[src/rtl/mem_port_arbiter.sv]
// Arbitrates one single-port memory between instruction fetch and load/store.
// Data wins by default; a saturating streak counter forces a fetch grant to prevent starvation.
//
// state | meaning
// IDLE  | no transfer; arbitrate eligible requests
// INSTR | fetch transfer outstanding on memory port
// DATA  | load/store transfer outstanding on memory port
module mem_port_arbiter #(
  parameter int unsigned MAX_DATA_STREAK = 4
) (
  input  logic        clk_i,
  input  logic        rst_i,
  input  logic        ins_req_i,
  input  logic [29:0] ins_addr_i,
  input  logic        ins_kill_i,
  output logic [31:0] ins_data_o,
  output logic        ins_busywait_o,
  input  logic        data_req_i,
  input  logic        data_we_i,
  input  logic [3:0]  data_wstrb_i,
  input  logic [29:0] data_addr_i,
  input  logic [31:0] data_wdata_i,
  output logic [31:0] data_rdata_o,
  output logic        data_busywait_o,
  output logic        mem_req_o,
  output logic        mem_we_o,
  output logic [3:0]  mem_wstrb_o,
  output logic [29:0] mem_addr_o,
  output logic [31:0] mem_wdata_o,
  input  logic [31:0] mem_rdata_i,
  input  logic        mem_ready_i
);

  localparam logic [3:0] STREAK_MAX = 4'(MAX_DATA_STREAK);

  typedef enum logic [1:0] {
    S_IDLE  = 2'd0,
    S_INSTR = 2'd1,
    S_DATA  = 2'd2
  } state_t;

  state_t     state_q, state_d;
  logic       ins_done_q, data_done_q;
  logic       kill_seen_q;
  logic [3:0] streak_q;
  logic       eligible_ins, eligible_data;
  logic       grant_ins, grant_data;

  // The done flag masks the stale request of the requester just served.
  assign eligible_ins  = ins_req_i & ~ins_kill_i & ~ins_done_q;
  assign eligible_data = data_req_i & ~data_done_q;

  assign mem_req_o       = (state_q != S_IDLE);
  assign ins_busywait_o  = ins_req_i & ~ins_done_q;
  assign data_busywait_o = data_req_i & ~data_done_q;

  always_comb begin
    state_d    = state_q;
    grant_ins  = 1'b0;
    grant_data = 1'b0;
    case (state_q)
      S_IDLE: begin
        if (eligible_ins && eligible_data && (streak_q == STREAK_MAX)) begin
          grant_ins = 1'b1;
          state_d   = S_INSTR;
        end else if (eligible_data) begin
          grant_data = 1'b1;
          state_d    = S_DATA;
        end else if (eligible_ins) begin
          grant_ins = 1'b1;
          state_d   = S_INSTR;
        end
      end
      S_INSTR: if (mem_ready_i) state_d = S_IDLE;
      S_DATA:  if (mem_ready_i) state_d = S_IDLE;
      default: state_d = S_IDLE;
    endcase
  end

  always_ff @(posedge clk_i or negedge rst_i) begin
    if (!rst_i) begin
      state_q      <= S_IDLE;
      ins_done_q   <= 1'b0;
      data_done_q  <= 1'b0;
      kill_seen_q  <= 1'b0;
      streak_q     <= 4'd0;
      mem_we_o     <= 1'b0;
      mem_wstrb_o  <= 4'd0;
      mem_addr_o   <= 30'd0;
      mem_wdata_o  <= 32'd0;
      ins_data_o   <= 32'd0;
      data_rdata_o <= 32'd0;
    end else begin
      state_q     <= state_d;
      ins_done_q  <= 1'b0;
      data_done_q <= 1'b0;

      if (grant_ins) begin
        mem_addr_o  <= ins_addr_i;
        mem_we_o    <= 1'b0;
        mem_wstrb_o <= 4'd0;
        mem_wdata_o <= 32'd0;
        streak_q    <= 4'd0;
      end else if (grant_data) begin
        mem_addr_o  <= data_addr_i;
        mem_we_o    <= data_we_i;
        mem_wstrb_o <= data_we_i ? data_wstrb_i : 4'd0;
        mem_wdata_o <= data_wdata_i;
        if (!ins_req_i)
          streak_q <= 4'd0;
        else if (streak_q != STREAK_MAX)
          streak_q <= streak_q + 4'd1;
      end

      // A kill in the completing cycle also counts as seen during the transfer.
      if (state_q == S_INSTR && mem_ready_i) begin
        ins_data_o <= mem_rdata_i;
        ins_done_q <= ~(kill_seen_q | ins_kill_i);
      end
      kill_seen_q <= (state_q == S_INSTR) && !mem_ready_i && (kill_seen_q || ins_kill_i);

      if (state_q == S_DATA && mem_ready_i) begin
        if (!mem_we_o) data_rdata_o <= mem_rdata_i;
        data_done_q <= 1'b1;
      end
    end
  end

endmodule

[config.mk]
export PLATFORM = sky130hd
export DESIGN_NAME = mem_port_arbiter
export DESIGN_NICKNAME = d
export VERILOG_FILES = /design/src/rtl/mem_port_arbiter.sv
export SDC_FILE = /design/constraint.sdc
export NUM_CORES = 1
export LEC_CHECK = 0
export ABC_AREA = 1
export BUFFER_PORTS_ARGS = -buffer_cell sky130_fd_sc_hd__buf_2
export CAP_MARGIN = 20
export CORE_MARGIN = 10
export CORE_UTILIZATION = 38
export CTS_CLUSTER_SIZE = 28
export DETAILED_ROUTE_END_ITERATION = 10
export PLACE_DENSITY_LB_ADDON = 0.1
export SLEW_MARGIN = 15
export SYNTH_ARGS = -nofsm -noshare
export SYNTH_HDL_FRONTEND = slang
export SYNTH_SLANG_ARGS = --single-unit
[constraint.sdc]
create_clock -name clk_i -period 4.5 [get_ports clk_i]
set_input_delay 0.9 -clock clk_i [delete_from_list [all_inputs] [get_ports clk_i]]
set_output_delay 0.9 -clock clk_i [all_outputs]
set_load 0.01 [all_outputs]
==> results.md <==
* Outcome: complete, no violations
* Maxcap violations at 0
* CTS Buf Count at 17
* Post-Route WL at 17,500 um
* CP peak stage delay at 0.49 ns
* H-tree Lvls at 4
* Adder-Cell Fraction of Synth Area at under 10%
* TritonRoute pass-1 iters at 4
* Startpoint type of the worst setup path: input port
* FILL cells at roughly 1,500
* CP dominant cell by count: nand2_1
* Detailed Route Iter0 Violations at roughly 260
* Worst skew pair latency at ~0.41 ns
* Register area at 3500 sq um
* Nets@finish at 1,101
* Post-synthesis mux area share at 0%
* Number of endpoints failing setup at the final stage at 0
* Post-route ant nets at 0
* Yosys cell types at 18
* Final Max Tran Viols at 0
* DR DRC count at 0
* Total track usage at 16.2%
* GP Congestion at between 0.7 and 0.8
* Main combinational cell family by area after synthesis: simple AND/OR/NAND/NOR gates
* Req. time, crit path at 4.84 ns
* Routed length on met3 at 1630 um
* Wire length on met1 at 7390 um
* Post-CTS setup buffers at 0
* WL met2 at 8230 um
* Slowest-stage cell, CP: inv_2
* Syn_nets at 841
* Buffers & Inverters on Critical Path at 4
* Starting Density at 38.6%
* I/O pins at 269
* Core area at 15,100 sq um
* CTS resizes at 0
* Initial antenna violation count at 2
* Synth warn at 0
* VDD IR max at 0.000346 V
* Syn Inst Count at 701
* GR Overflow Total at 0
* XOR/XNOR Fraction of Synth Area at 0%
* Register bit total from synthesis at 140
* Root Driver: clkbuf_16
* Final hold vios at 0
* Die width at 144 um
* CP Max Fanout at 40
* Number of global-route vias before repair at a little over 5,000
* Hold Crit Class: flop to flop
* Slew margin rel. at 32.8%
* Routed len/inst at 15.0 um
* Die area at 20,700 sq um
* Largest net degree at the start of global routing at 99
* IO Port Bufs at 268
* Worst path cell trace: buf_2, nand2_1, inv_1, nand2_1, nand2_2, nand2_4, inv_2, buf_12, nand2_1, nand2_1
* Synth Area in Simple Gates at 26.9%
* Hpwl dp at 12,800 um
* Area Growth Syn to Fin at 35.1%
* Placed insts at 1,129
* Sum of negative setup slack at 0 ns
* PwrDens at ~680 nW/um^2
* Final non-filler cell total at between 1,000 and 1,500
* Synth Area in Compound Gates at 5.85%
* Commonest non-fill, non-tap cell in the layout: nand2_1
* Setup CP Type: input port to flop
* Syn Area/Cell at 8.34 sq um
* Synthesized cell area at 5840 sq um
* Delay-heaviest family, CP: simple AND/OR/NAND/NOR gates
* Crit share post-route at between 60 and 70%
* First-pass GRT wire length at ~27,000 um
* Clock Skew at 0.00798 ns
* Critical Path Sink Type: flop
* Seq/Total Area, Yosys at 60.0%
* Multi-input logic area at 1980 sq um
* Clock-pin slew on the worst setup and hold paths at 0.05 ns
* FMAX at 369 MHz
* Unrepaired setup endpoints after global routing: no
* Routed via count at 5,170
* CTS Sinks at 140
* DR vias/cell at between 4 and 5
* CP arrival at 3.05 ns
* Share of post-route cells with drive strength above 1 at 32.2%
* Min Clock Period, post-route at 2.71 ns
* Worst-margin pin slew at 1.00 ns
* Top sig layer: met5
* Pleak at 4.69 nW
* Clock Tree Buf Depth at 2
* Hold_buf cts at 0
* Die Y at 144 um
* Row cnt at 45
* Most frequent cells in the layout: nand2_1, buf_2, dfrtp_1
* TritonCTS clock tree: done
-- path summary, 6_finish.rpt --
check	startpoint	to	slack (ns)	cells after the start
worst max-delay path	data_req_i	mem_addr_o[19]$_DFFE_PN0P_	1.79	10
worst min-delay path	mem_wstrb_o[1]$_DFFE_PN0P_	mem_wstrb_o[1]$_DFFE_PN0P_	0.46	2
worst max register to register	state_q[0]$_DFFE_PN0P_	mem_addr_o[19]$_DFFE_PN0P_	1.80	10
worst min register to register	mem_wstrb_o[1]$_DFFE_PN0P_	mem_wstrb_o[1]$_DFFE_PN0P_	0.46	2
max in group asynchronous	rst_i	mem_addr_o[19]$_DFFE_PN0P_	3.03	2
min in group asynchronous	rst_i	mem_wdata_o[0]$_DFFE_PN0P_	0.58	1
-- stage by stage --
step                      power, mW  utilization [%]  cell area (sq um)  hold WS, ns  setup slack, ns
after floorplan                3.20                -               5840        0.459             2.46
after global placement         4.08             48.2               7300        0.449             1.34
after detailed placement       4.11             48.2               7300        0.453             1.29
after CTS                      5.46             51.9               7860        0.467             1.68
after global routing           5.80             52.1               7890        0.478             1.49
final                          5.39             52.1               7890        0.464             1.79
-- final cells by class --
| cell class | count | area share, % |
|---|---|---|
| Sequential cell | 140 | 44.4 |
| Inverter | 51 | 2.43 |
| Antenna cell | 1 | 0.0317 |
| Multi-Input combinational cell | 478 | 25.1 |
| Clock buffer | 21 | 5.96 |
| Tap cell | 188 | 2.98 |
| Clock inverter | 10 | 1.16 |
| Timing Repair Buffer | 273 | 18.0 |
-- metal layers --
metal | vias to the layer above | track usage [%]
met1 | 2313 | 19.0
li1 | 2659 | -
met3 | 18 | 6.17
met5 | - | 0
met2 | 178 | 26.5
met4 | 2 | 5.32
-- registers in the layout, summed over array words and instances, names as in the netlist --
register and flops:
state_q 2, kill_seen_q 1, data_done_q 1, ins_data_o 32, data_rdata_o 32, mem_addr_o 30
mem_we_o 1, ins_done_q 1, streak_q 4, mem_wdata_o 32, mem_wstrb_o 4
-- power breakdown --
| part | total (mW) | internal [mW] | switching (mW) |
|---|---|---|---|
| registers | 2.12 | 1.82 | 0.295 |
| logic | 1.95 | 0.742 | 1.20 |
| clock network | 1.33 | 0.799 | 0.526 |
-- tightest hold or removal path: cells and delay by family (launching register included) --
| kind | cells | cell delay, ns |
|---|---|---|
| and+or+nand+nor | 2 | 0.09 |
| DFF | 1 | 0.34 |
-- cell families (layout without fill, tap and decap cells) --
family,after synthesis,count (layout)
AO/OA/AOI/OAI,68,68
adder cells (fa/ha/maj),5,5
buffers and inverters,83,355
flip-flops,140,140
other,0,1
AND/OR/NAND/NOR,405,405
-- Yosys cell counts --
cell      number  area share, %
buf_2         11           0.94
buf_6          5           0.96
clkbuf_1      16            1.0
dfrtp_1      140             60
ha_1           5            1.1
inv_1         50            3.2
inv_2          1          0.064
nand2_1      377             24
nand2_2        2           0.21
nand2_4        1           0.19
nand3_1        9           0.77
nand3_4        1           0.30
nand4_1        3           0.32
nor2_1         9           0.58
nor2_2         2           0.21
o21ai_0       67            5.7
o22ai_1        1           0.11
or2_2          1           0.11
Note: power is estimated with default switching activity, not from simulation.
